File: src/rtl/sprite_motion_controller.sv
// Moves a square sprite once per frame from synchronized button inputs and
// flags which active pixels fall inside it, for the VGA colour mux.
module sprite_motion_controller #(
    parameter int H_ACTIVE    = 640,
    parameter int V_ACTIVE    = 480,
    parameter int SIZE        = 10,
    parameter int STEP        = 1,
    parameter int STEP_FAST   = 4,
    parameter int RAMP_FRAMES = 30,
    parameter int INIT_X      = 315,
    parameter int INIT_Y      = 235
) (
    input  logic       vga_clk,
    input  logic       reset,
    input  logic       vs,
    input  logic       blank_n,
    input  logic       up,
    input  logic       down,
    input  logic       left,
    input  logic       right,
    output logic [9:0] pos_x,
    output logic [9:0] pos_y,
    output logic [9:0] pix_col,
    output logic [9:0] pix_row,
    output logic       sprite_hit,
    output logic       frame_tick
);

    localparam int HOLD_W = $clog2(RAMP_FRAMES + 1);
    localparam logic signed [10:0] X_MAX = 11'(H_ACTIVE - SIZE);
    localparam logic signed [10:0] Y_MAX = 11'(V_ACTIVE - SIZE);

    typedef enum logic [1:0] {IDLE, CAPTURE, MOVE} state_t;

    // Button vectors are ordered {up, down, left, right}.
    state_t              state_q, state_d;
    logic [3:0]          btn_s1_q, btn_s1_d;
    logic [3:0]          btn_s2_q, btn_s2_d;
    logic [3:0]          btn_lat_q, btn_lat_d;
    logic [9:0]          step_q, step_d;
    logic [HOLD_W-1:0]   hold_q, hold_d;
    logic                vs_dly_q, vs_dly_d;
    logic                frame_tick_q, frame_tick_d;
    logic [9:0]          pix_col_q, pix_col_d;
    logic [9:0]          pix_row_q, pix_row_d;
    logic                hit_q, hit_d;
    logic [9:0]          pos_x_q, pos_x_d;
    logic [9:0]          pos_y_q, pos_y_d;

    logic signed [10:0]  x_next, y_next, step_s;
    logic [10:0]         col_ext, row_ext, px_ext, py_ext;
    logic                in_x, in_y;

    always_comb begin
        state_d      = state_q;
        btn_lat_d    = btn_lat_q;
        step_d       = step_q;
        hold_d       = hold_q;
        pos_x_d      = pos_x_q;
        pos_y_d      = pos_y_q;
        pix_col_d    = pix_col_q;
        pix_row_d    = pix_row_q;
        btn_s1_d     = {up, down, left, right};
        btn_s2_d     = btn_s1_q;
        vs_dly_d     = vs;
        frame_tick_d = vs_dly_q & ~vs;

        if (frame_tick_q) begin
            pix_col_d = '0;
            pix_row_d = '0;
        end else if (blank_n) begin
            if (pix_col_q == 10'(H_ACTIVE - 1)) begin
                pix_col_d = '0;
                pix_row_d = (pix_row_q == 10'(V_ACTIVE - 1)) ? '0 : pix_row_q + 10'd1;
            end else begin
                pix_col_d = pix_col_q + 10'd1;
            end
        end

        // Widened to 11 bits so pos+SIZE never wraps near the right/bottom edge.
        col_ext = {1'b0, pix_col_q};
        row_ext = {1'b0, pix_row_q};
        px_ext  = {1'b0, pos_x_q};
        py_ext  = {1'b0, pos_y_q};
        in_x    = (col_ext >= px_ext) && (col_ext < px_ext + 11'(SIZE));
        in_y    = (row_ext >= py_ext) && (row_ext < py_ext + 11'(SIZE));
        hit_d   = blank_n & in_x & in_y;

        step_s = $signed({1'b0, step_q});
        x_next = $signed({1'b0, pos_x_q});
        y_next = $signed({1'b0, pos_y_q});

        case (state_q)
            IDLE: begin
                if (frame_tick_q) state_d = CAPTURE;
            end
            CAPTURE: begin
                btn_lat_d = btn_s2_q;
                step_d    = (hold_q < HOLD_W'(RAMP_FRAMES)) ? 10'(STEP) : 10'(STEP_FAST);
                if (|btn_s2_q)
                    hold_d = (hold_q == HOLD_W'(RAMP_FRAMES)) ? hold_q : hold_q + HOLD_W'(1);
                else
                    hold_d = '0;
                state_d = MOVE;
            end
            MOVE: begin
                if (btn_lat_q[1] && !btn_lat_q[0]) x_next = x_next - step_s;
                else if (btn_lat_q[0] && !btn_lat_q[1]) x_next = x_next + step_s;
                if (btn_lat_q[3] && !btn_lat_q[2]) y_next = y_next - step_s;
                else if (btn_lat_q[2] && !btn_lat_q[3]) y_next = y_next + step_s;

                if (x_next < 11'sd0) x_next = 11'sd0;
                else if (x_next > X_MAX) x_next = X_MAX;
                if (y_next < 11'sd0) y_next = 11'sd0;
                else if (y_next > Y_MAX) y_next = Y_MAX;

                pos_x_d = x_next[9:0];
                pos_y_d = y_next[9:0];
                state_d = IDLE;
            end
            default: state_d = IDLE;
        endcase
    end

    always_ff @(posedge vga_clk or posedge reset) begin
        if (reset) begin
            state_q      <= IDLE;
            btn_s1_q     <= '0;
            btn_s2_q     <= '0;
            btn_lat_q    <= '0;
            step_q       <= 10'(STEP);
            hold_q       <= '0;
            vs_dly_q     <= 1'b1;
            frame_tick_q <= 1'b0;
            pix_col_q    <= '0;
            pix_row_q    <= '0;
            hit_q        <= 1'b0;
            pos_x_q      <= 10'(INIT_X);
            pos_y_q      <= 10'(INIT_Y);
        end else begin
            state_q      <= state_d;
            btn_s1_q     <= btn_s1_d;
            btn_s2_q     <= btn_s2_d;
            btn_lat_q    <= btn_lat_d;
            step_q       <= step_d;
            hold_q       <= hold_d;
            vs_dly_q     <= vs_dly_d;
            frame_tick_q <= frame_tick_d;
            pix_col_q    <= pix_col_d;
            pix_row_q    <= pix_row_d;
            hit_q        <= hit_d;
            pos_x_q      <= pos_x_d;
            pos_y_q      <= pos_y_d;
        end
    end

    assign pos_x      = pos_x_q;
    assign pos_y      = pos_y_q;
    assign pix_col    = pix_col_q;
    assign pix_row    = pix_row_q;
    assign sprite_hit = hit_q;
    assign frame_tick = frame_tick_q;

endmodule

File: config.mk
export PLATFORM = sky130hd
export DESIGN_NAME = sprite_motion_controller
export DESIGN_NICKNAME = d
export VERILOG_FILES = /design/src/rtl/sprite_motion_controller.sv
export SDC_FILE = /design/constraint.sdc
export NUM_CORES = 1
export LEC_CHECK = 0
export BUFFER_PORTS_ARGS = -buffer_cell sky130_fd_sc_hd__buf_2
export CORE_MARGIN = 2
export CORE_UTILIZATION = 60
export DETAILED_ROUTE_END_ITERATION = 8
export PLACE_DENSITY = 0.84
export SLEW_MARGIN = 20
export SYNTH_ARGS = -nofsm -noshare
export SYNTH_HDL_FRONTEND = slang
export SYNTH_SLANG_ARGS = --single-unit
File: constraint.sdc
create_clock -name vga_clk -period 5.8 [get_ports vga_clk]
set_input_delay 0.29 -clock vga_clk [delete_from_list [all_inputs] [get_ports vga_clk]]
set_output_delay 0.29 -clock vga_clk [all_outputs]
set_load 0.01 [all_outputs]
# Yosys cells after proc, flatten, opt, wreduce, memory -nomap -nowiden
# Index checks and enable logic that the tools add are counted.
# W data, S select, Z words.
# totals
ff_bits,72
inputBits,8
# classes
n_addsub,9
order_cmp,9
eq_ne,7
muxes,22
bitwise,4
n_reduce_logical,16
# ops
op,n
$mux W10,11
$mux W11,6
$add A10 B10 Y11,2
$add A10 B4 Y11 const B,2
$lt A10 B11 Y1,2
$lt A11 B1 Y1 const B,2
$sub A10 B10 Y11,2
$add A10 B1 Y10 const B,2
$ge A10 B10 Y1,2
$gt A11 B10 Y1 const B,1
$gt A11 B11 Y1 const B,1
$eq A10 B10 Y1 const B,1
$eq A10 B9 Y1 const B,1
$mux W5,2
$logic_and A1 B1 Y1,6
$add A5 B1 Y5 const B,1
$eq A5 B5 Y1 const B,1
$lt A5 B5 Y1 const B,1
$logic_not A1 Y1,4
$ne A2 B2 Y1 const B,2
$pmux W2 S2,1
$reduce_and A2 Y1,2
$reduce_bool A2 Y1,2
$reduce_or A4 Y1,1
other kinds (7),9

# Longest topological paths before layout
# depth
depth_word,8
ltp_mapped,11
mapped_depth_nobuf,11

# Worst setup path before layout
# No wires, ideal clock.
# synth_timing
kind,reg2reg
from,"register pos_y_q[5], in the netlist pos_y[5]"
to,"register hit_q, in the netlist sprite_hit"
setup_ns,0.125
arrival_time_ns,2.430
required_time_ns,5.675
setup_slack_ns,3.245
path_stages_with_launch,12
path_buffers,1
period_less_slack_ns,2.555
cell_sequence,dfstp_2 > clkbuf_1 > nand2_1 > nor2_1 > xnor2_1 > ha_1 > a211o_1 > a211oi_1 > o21ai_0 > a21oi_1 > o21ai_0 > a2111oi_0
# synth_via
elab_chain_len,4
elab_cells_between_ends,5
cone_classes,add/sub: 1; order compare: 2; bitwise: 1; reduce/logical: 1
# synth_rtl
item,line_no,text
from (decl),48,"logic [9:0] pos_y_q, pos_y_d;"
from (signal assigned),139,pos_y_q <= 10'(INIT_Y);
from (signal assigned),153,pos_y_q <= pos_y_d;
$add A10 B4 Y11,86,in_y = (row_ext >= py_ext) && (row_ext < py_ext + 11'(SIZE));
$lt A10 B11 Y1,86,
$logic_and A1 B1 Y1 (*),86,
$and A1 B1 Y1 (*),87,hit_d = blank_n & in_x & in_y;
named net hit_d,46,"logic hit_q, hit_d;"
to (signal assigned),151,hit_q <= hit_d;
to (decl),46,
# Mark *: on every way through the listed nets, which the timed path passes. The rest lies on a longest branch.
# A chain may end at the register's enable or synchronous reset.

# Worst setup path after layout
# layout_timing
from,register step_q[2]
to,"register pos_x_q[3], in the netlist pos_x[3]"
# layout_via
elab_chain_len,7
elab_cells_between_ends,9
cone_classes,add/sub: 2; order compare: 2; mux: 5
# layout_rtl
item,line_no,text
from (decl),40,"logic [9:0] step_q, step_d;"
from (signal assigned),131,step_q <= 10'(STEP);
from (signal assigned),145,step_q <= step_d;
$add A10 B10 Y11,108,else if (btn_lat_q[0] && !btn_lat_q[1]) x_next = x_next + step_s;
$mux W11,108,
$mux W11 (*),107,if (btn_lat_q[1] && !btn_lat_q[0]) x_next = x_next - step_s;
$mux W11 (*),93,case (state_q)
$gt A11 B11 Y1,113,else if (x_next > X_MAX) x_next = X_MAX;
$mux W10,113,
$mux W10 (*),112,if (x_next < 11'sd0) x_next = 11'sd0;
to (signal assigned),138,pos_x_q <= 10'(INIT_X);
to (signal assigned),152,pos_x_q <= pos_x_d;
to (decl),47,"logic [9:0] pos_x_q, pos_x_d;"
# Every way passes the cells marked *; elsewhere a longest branch is shown, timed or not. The select of a mux whose other input is x is not followed.

==> report_table.html <==
<table>
<tr><th>Metric</th><th>Value</th></tr>
<tr><th colspan="2">Status</th></tr>
<tr><td>Result of the run</td><td>finished, final reports clean</td></tr>
<tr><th colspan="2">Synth</th></tr>
<tr><td>Syn Nets</td><td>619</td></tr>
<tr><td>Synthesized cell area</td><td>4915 um^2</td></tr>
<tr><td>Proportion of netlist area held by the largest area contributor</td><td>25.46%</td></tr>
<tr><td>Post-synthesis async set-or-reset flop share</td><td>100.0%</td></tr>
<tr><td>Flip-flop and latch count after synthesis</td><td>64</td></tr>
<tr><td>Most area-hungry cell type in the Yosys netlist</td><td>sky130_fd_sc_hd__dfrtp_1</td></tr>
<tr><td>Netlist cell types</td><td>71</td></tr>
<tr><td>Commonest cells post-synth</td><td>56 x sky130_fd_sc_hd__ha_1, 54 x sky130_fd_sc_hd__nand2_1, 50 x sky130_fd_sc_hd__dfrtp_1</td></tr>
<tr><td>Most common cell in the synthesized netlist</td><td>sky130_fd_sc_hd__ha_1</td></tr>
<tr><td>Count of flip-flops with a built-in enable after synthesis</td><td>0</td></tr>
<tr><td>Number of warnings reported in the yosys synthesis log</td><td>0</td></tr>
<tr><td>Average footprint of a synthesized cell</td><td>8.855 um^2</td></tr>
<tr><td>Top post-synthesis cells by area</td><td>sky130_fd_sc_hd__dfrtp_1 25%, sky130_fd_sc_hd__ha_1 14%, sky130_fd_sc_hd__dfstp_2 7.5%</td></tr>
<tr><td>Share of synthesized area occupied by flip-flops and latches</td><td>32.94%</td></tr>
<tr><td>Gate Count Post-Synth</td><td>555</td></tr>
<tr><td>Post-synth top flop</td><td>sky130_fd_sc_hd__dfrtp_1</td></tr>
<tr><th colspan="2">Die</th></tr>
<tr><td>Number of placement rows</td><td>33</td></tr>
<tr><td>Horizontal extent of the die</td><td>94.51 um</td></tr>
<tr><td>Core area</td><td>8093 um^2</td></tr>
<tr><td>Boundary Pins</td><td>50</td></tr>
<tr><td>DIE HEIGHT</td><td>94.51 um</td></tr>
<tr><td>Initial Utilization</td><td>60.73%</td></tr>
<tr><td>Floorplan die area</td><td>8931 um^2</td></tr>
<tr><th colspan="2">Setup path</th></tr>
<tr><td>Capture point of the worst reg-to-reg path</td><td>pos_x[3]</td></tr>
<tr><td>R2R Setup Slk</td><td>2.98 ns</td></tr>
<tr><td>Data required time of the worst path</td><td>6.06 ns</td></tr>
<tr><td>Worst setup EP type</td><td>register</td></tr>
<tr><td>Crit Path Category</td><td>reg2reg</td></tr>
<tr><td>Source of the worst register-to-register timing path</td><td>step_q[2]</td></tr>
<tr><td>Highest net fanout along the worst path</td><td>8</td></tr>
<tr><td>Launching instance or port of the critical path</td><td>step_q[2]</td></tr>
<tr><td>Number of cells on the worst reg-to-reg path</td><td>9</td></tr>
<tr><td>Startpoint type of the worst setup path</td><td>register</td></tr>
<tr><td>Arrival time worst endpoint</td><td>3.08 ns</td></tr>
<tr><th colspan="2">GRT</th></tr>
<tr><td>Maximum number of pins on one net before global-route repair</td><td>65</td></tr>
<tr><td>Vias in the first global route</td><td>4191</td></tr>
<tr><td>Aggregate global-route resource usage</td><td>28.22%</td></tr>
<tr><td>Global-route wire length before repair</td><td>19.83 mm</td></tr>
<tr><td>Number of antenna violations at the first check in global routing</td><td>0</td></tr>
<tr><td>Residual overflow from global routing</td><td>0</td></tr>
<tr><th colspan="2">Final layout</th></tr>
<tr><td>Area of combinational cells with multiple inputs</td><td>3070 um^2</td></tr>
<tr><td>Filler instances</td><td>681</td></tr>
<tr><td>Share of layout cells above drive strength 1</td><td>16.97%</td></tr>
<tr><td>Layout Nets</td><td>660</td></tr>
<tr><td>Total area of sequential cells</td><td>1619 um^2</td></tr>
<tr><td>Count of inserted antenna diode cells</td><td>0</td></tr>
<tr><td>Utilization after layout</td><td>66.90%</td></tr>
<tr><td>Total non-filler cell area in the finished layout</td><td>5414 um^2</td></tr>
<tr><td>Relative area change from synthesis to final layout</td><td>10.16%</td></tr>
<tr><th colspan="2">Routing</th></tr>
<tr><td>Overall routed net length</td><td>11.73 mm</td></tr>
<tr><td>Vias post-DR</td><td>4298</td></tr>
<tr><td>Mean routed wirelength per cell</td><td>16.61 um</td></tr>
<tr><td>Number of search-and-repair iterations in the first detailed-routing pass</td><td>5</td></tr>
<tr><td>DRC</td><td>0</td></tr>
<tr><td>Number of routed nets with antenna violations</td><td>0</td></tr>
<tr><td>Starting DRT DRC Count</td><td>260</td></tr>
<tr><td>Routed vias/inst</td><td>6.088</td></tr>
<tr><th colspan="2">Timing</th></tr>
<tr><td>Unrepaired setup endpoints after global routing</td><td>false</td></tr>
<tr><td>Hold Fails Final Rpt</td><td>0</td></tr>
<tr><td>Clock Skews</td><td>0.01232 ns</td></tr>
<tr><td>Period minus WS final</td><td>2.820 ns</td></tr>
<tr><td>Final WS setup</td><td>2.980 ns</td></tr>
<tr><td>Accumulated negative setup slack</td><td>0 ns</td></tr>
<tr><td>Final setup viols</td><td>0</td></tr>
<tr><td>Ratio of final minimum period to clock period</td><td>48.63%</td></tr>
<tr><td>Maximum clock rate</td><td>354.6 MHz</td></tr>
<tr><td>Remaining max-slew budget at the tightest pin</td><td>45.16%</td></tr>
<tr><td>Final Slew Violations</td><td>0</td></tr>
<tr><td>Transition time at the pin with the least slew margin</td><td>0.8225 ns</td></tr>
<tr><th colspan="2">Clock network</th></tr>
<tr><td>Number of clock sinks</td><td>64</td></tr>
<tr><td>Hold buffers post-CTS</td><td>0</td></tr>
<tr><td>Post-CTS setup buffer count</td><td>0</td></tr>
<tr><td>Number of CTS-inserted buffers</td><td>9</td></tr>
<tr><td>Clock root buffer master</td><td>sky130_fd_sc_hd__clkbuf_8</td></tr>
<tr><td>Post-cts resize count</td><td>0</td></tr>
<tr><td>Clock-pin slew of the registers on the worst-case setup and hold paths</td><td>0.09 ns</td></tr>
<tr><td>CTS Buffer Depth</td><td>2</td></tr>
<tr><td>TritonCTS clock tree</td><td>done</td></tr>
<tr><td>H-Tree Level Count</td><td>3</td></tr>
<tr><td>Source-to-sink clock delay at the later pin of the worst-skew pair</td><td>0.37 ns</td></tr>
<tr><th colspan="2">Run</th></tr>
<tr><td># Max-Cap Violations</td><td>0</td></tr>
<tr><th colspan="2">Worst hold path</th></tr>
<tr><td>Startpoint of the lowest-slack hold path</td><td>vs</td></tr>
<tr><td>Cell count of the worst hold path</td><td>1</td></tr>
<tr><td>Hold WC Path Type</td><td>in2reg</td></tr>
<tr><td>Hold-critical path endpoint</td><td>vs_dly_q</td></tr>
<tr><th colspan="2">Power and ir drop</th></tr>
<tr><td>Max IR drop VDD</td><td>0.2413 mV</td></tr>
<tr><td>Power density relative to cell area</td><td>417.1 nW/um^2</td></tr>
<tr><td>Leakage</td><td>2.511 nW</td></tr>
<tr><td>Overall power consumption</td><td>2.258 mW</td></tr>
<tr><th colspan="2">Placement</th></tr>
<tr><td>Setup WS pre-CTS</td><td>3.063 ns</td></tr>
<tr><td>Cell area reported after detailed placement</td><td>5209 um^2</td></tr>
<tr><td>Number of port buffers</td><td>49</td></tr>
<tr><td>Half-perimeter wire length after placement</td><td>8.705 mm</td></tr>
<tr><td>RePlAce Congestion</td><td>0.9668</td></tr>
</table>
-- worst max-delay path by stage --
stage	to	slack (ns)	cells past startpoint
2_1_floorplan	sprite_hit	3.24	11
3_3_place_gp	pos_y[5]	3.08	9
3_5_place_dp	pos_x[3]	3.06	8
4_1_cts	pos_x[3]	3.02	9
5_1_grt	sprite_hit	2.75	10
6_report	pos_x[3]	2.98	9
-- sequential cells by signal, indices dropped and copies added (netlist names) --
register,cells
pix_col,10
pix_row,10
pos_x,10
pos_y,10
hold_q,5
btn_lat_q,4
btn_s1_q,4
btn_s2_q,4
state_q,2
step_q,2
frame_tick,1
sprite_hit,1
vs_dly_q,1
-- per-stage QoR --
| stage | instances | hold slack (ns) |
|---|---|---|
| 6_report | 706 | 0.02570 |
| 5_1_grt | 706 | 0.01821 |
| 4_1_cts | 706 | 0.01690 |
| 3_5_place_dp | 690 | 0.3363 |
| 3_3_place_gp | 690 | 0.3331 |
| 2_1_floorplan | 555 | 0.2945 |
-- kinds of logic (layout without fill, tap and decap cells) --
kind of cell    count (synthesis)  in the layout  synth area share [%]
mux                             6              6                 1.298
xor+xnor                       36             36                 6.568
simple gates                  192            192                 19.63
fa+ha+maj                      56             56                 14.26
buf+inv                        55            101                 4.582
flops                          64             64                 32.94
compound gates                146            146                 20.72
-- layout make-up --
type	instances	area share [%]
multi-input cells	436	56.71
flip-flops and latches	64	29.91
repair buffers	51	4.807
clock buffers	10	2.542
well taps	105	2.427
inverters	34	2.357
clock inverters	6	1.248
-- power breakdown --
group	internal [mW]	switching [mW]	total, mW	leakage, nW
Clock	0.212	0.207	0.419	0.0989
Combinational	0.465	0.596	1.06	1.62
Sequential	0.566	0.212	0.778	0.797
-- cell usage in the layout, fill, tap and decap left out, types with 14 or more instances in the layout --
| cell type | instances |
|---|---|
| sky130_fd_sc_hd__buf_2 | 49 |
| sky130_fd_sc_hd__ha_1 | 56 |
| sky130_fd_sc_hd__xnor2_1 | 22 |
| sky130_fd_sc_hd__dfrtp_1 | 50 |
| sky130_fd_sc_hd__nor2_1 | 43 |
| sky130_fd_sc_hd__o21ai_0 | 37 |
| sky130_fd_sc_hd__a21oi_1 | 27 |
| sky130_fd_sc_hd__nand2_1 | 54 |
| sky130_fd_sc_hd__nand3_1 | 16 |
| sky130_fd_sc_hd__inv_1 | 33 |
| sky130_fd_sc_hd__dfstp_2 | 14 |
-- critical path, stage by stage (launching register included) --
cell	delay [ns]
sky130_fd_sc_hd__dfrtp_1	0.40
sky130_fd_sc_hd__inv_1	0.10
sky130_fd_sc_hd__ha_1	0.48
sky130_fd_sc_hd__and3b_1	0.25
sky130_fd_sc_hd__o2111a_1	0.28
sky130_fd_sc_hd__or3_1	0.36
sky130_fd_sc_hd__o2111ai_1	0.12
sky130_fd_sc_hd__a22oi_2	0.17
sky130_fd_sc_hd__o21ba_4	0.28
sky130_fd_sc_hd__o41ai_2	0.28
-- routing by layer --
layer	vias up	share of wire, %	track usage, %	wire length (um)
met2	138	48	47.14	5654
met4	0	2.8	13.41	325
met1	2043	44	35.19	5106
met5	-	0	0	0
li1	2085	-	-	-
met3	32	5.5	5.427	643
Note: power is estimated with default switching activity, not from simulation.
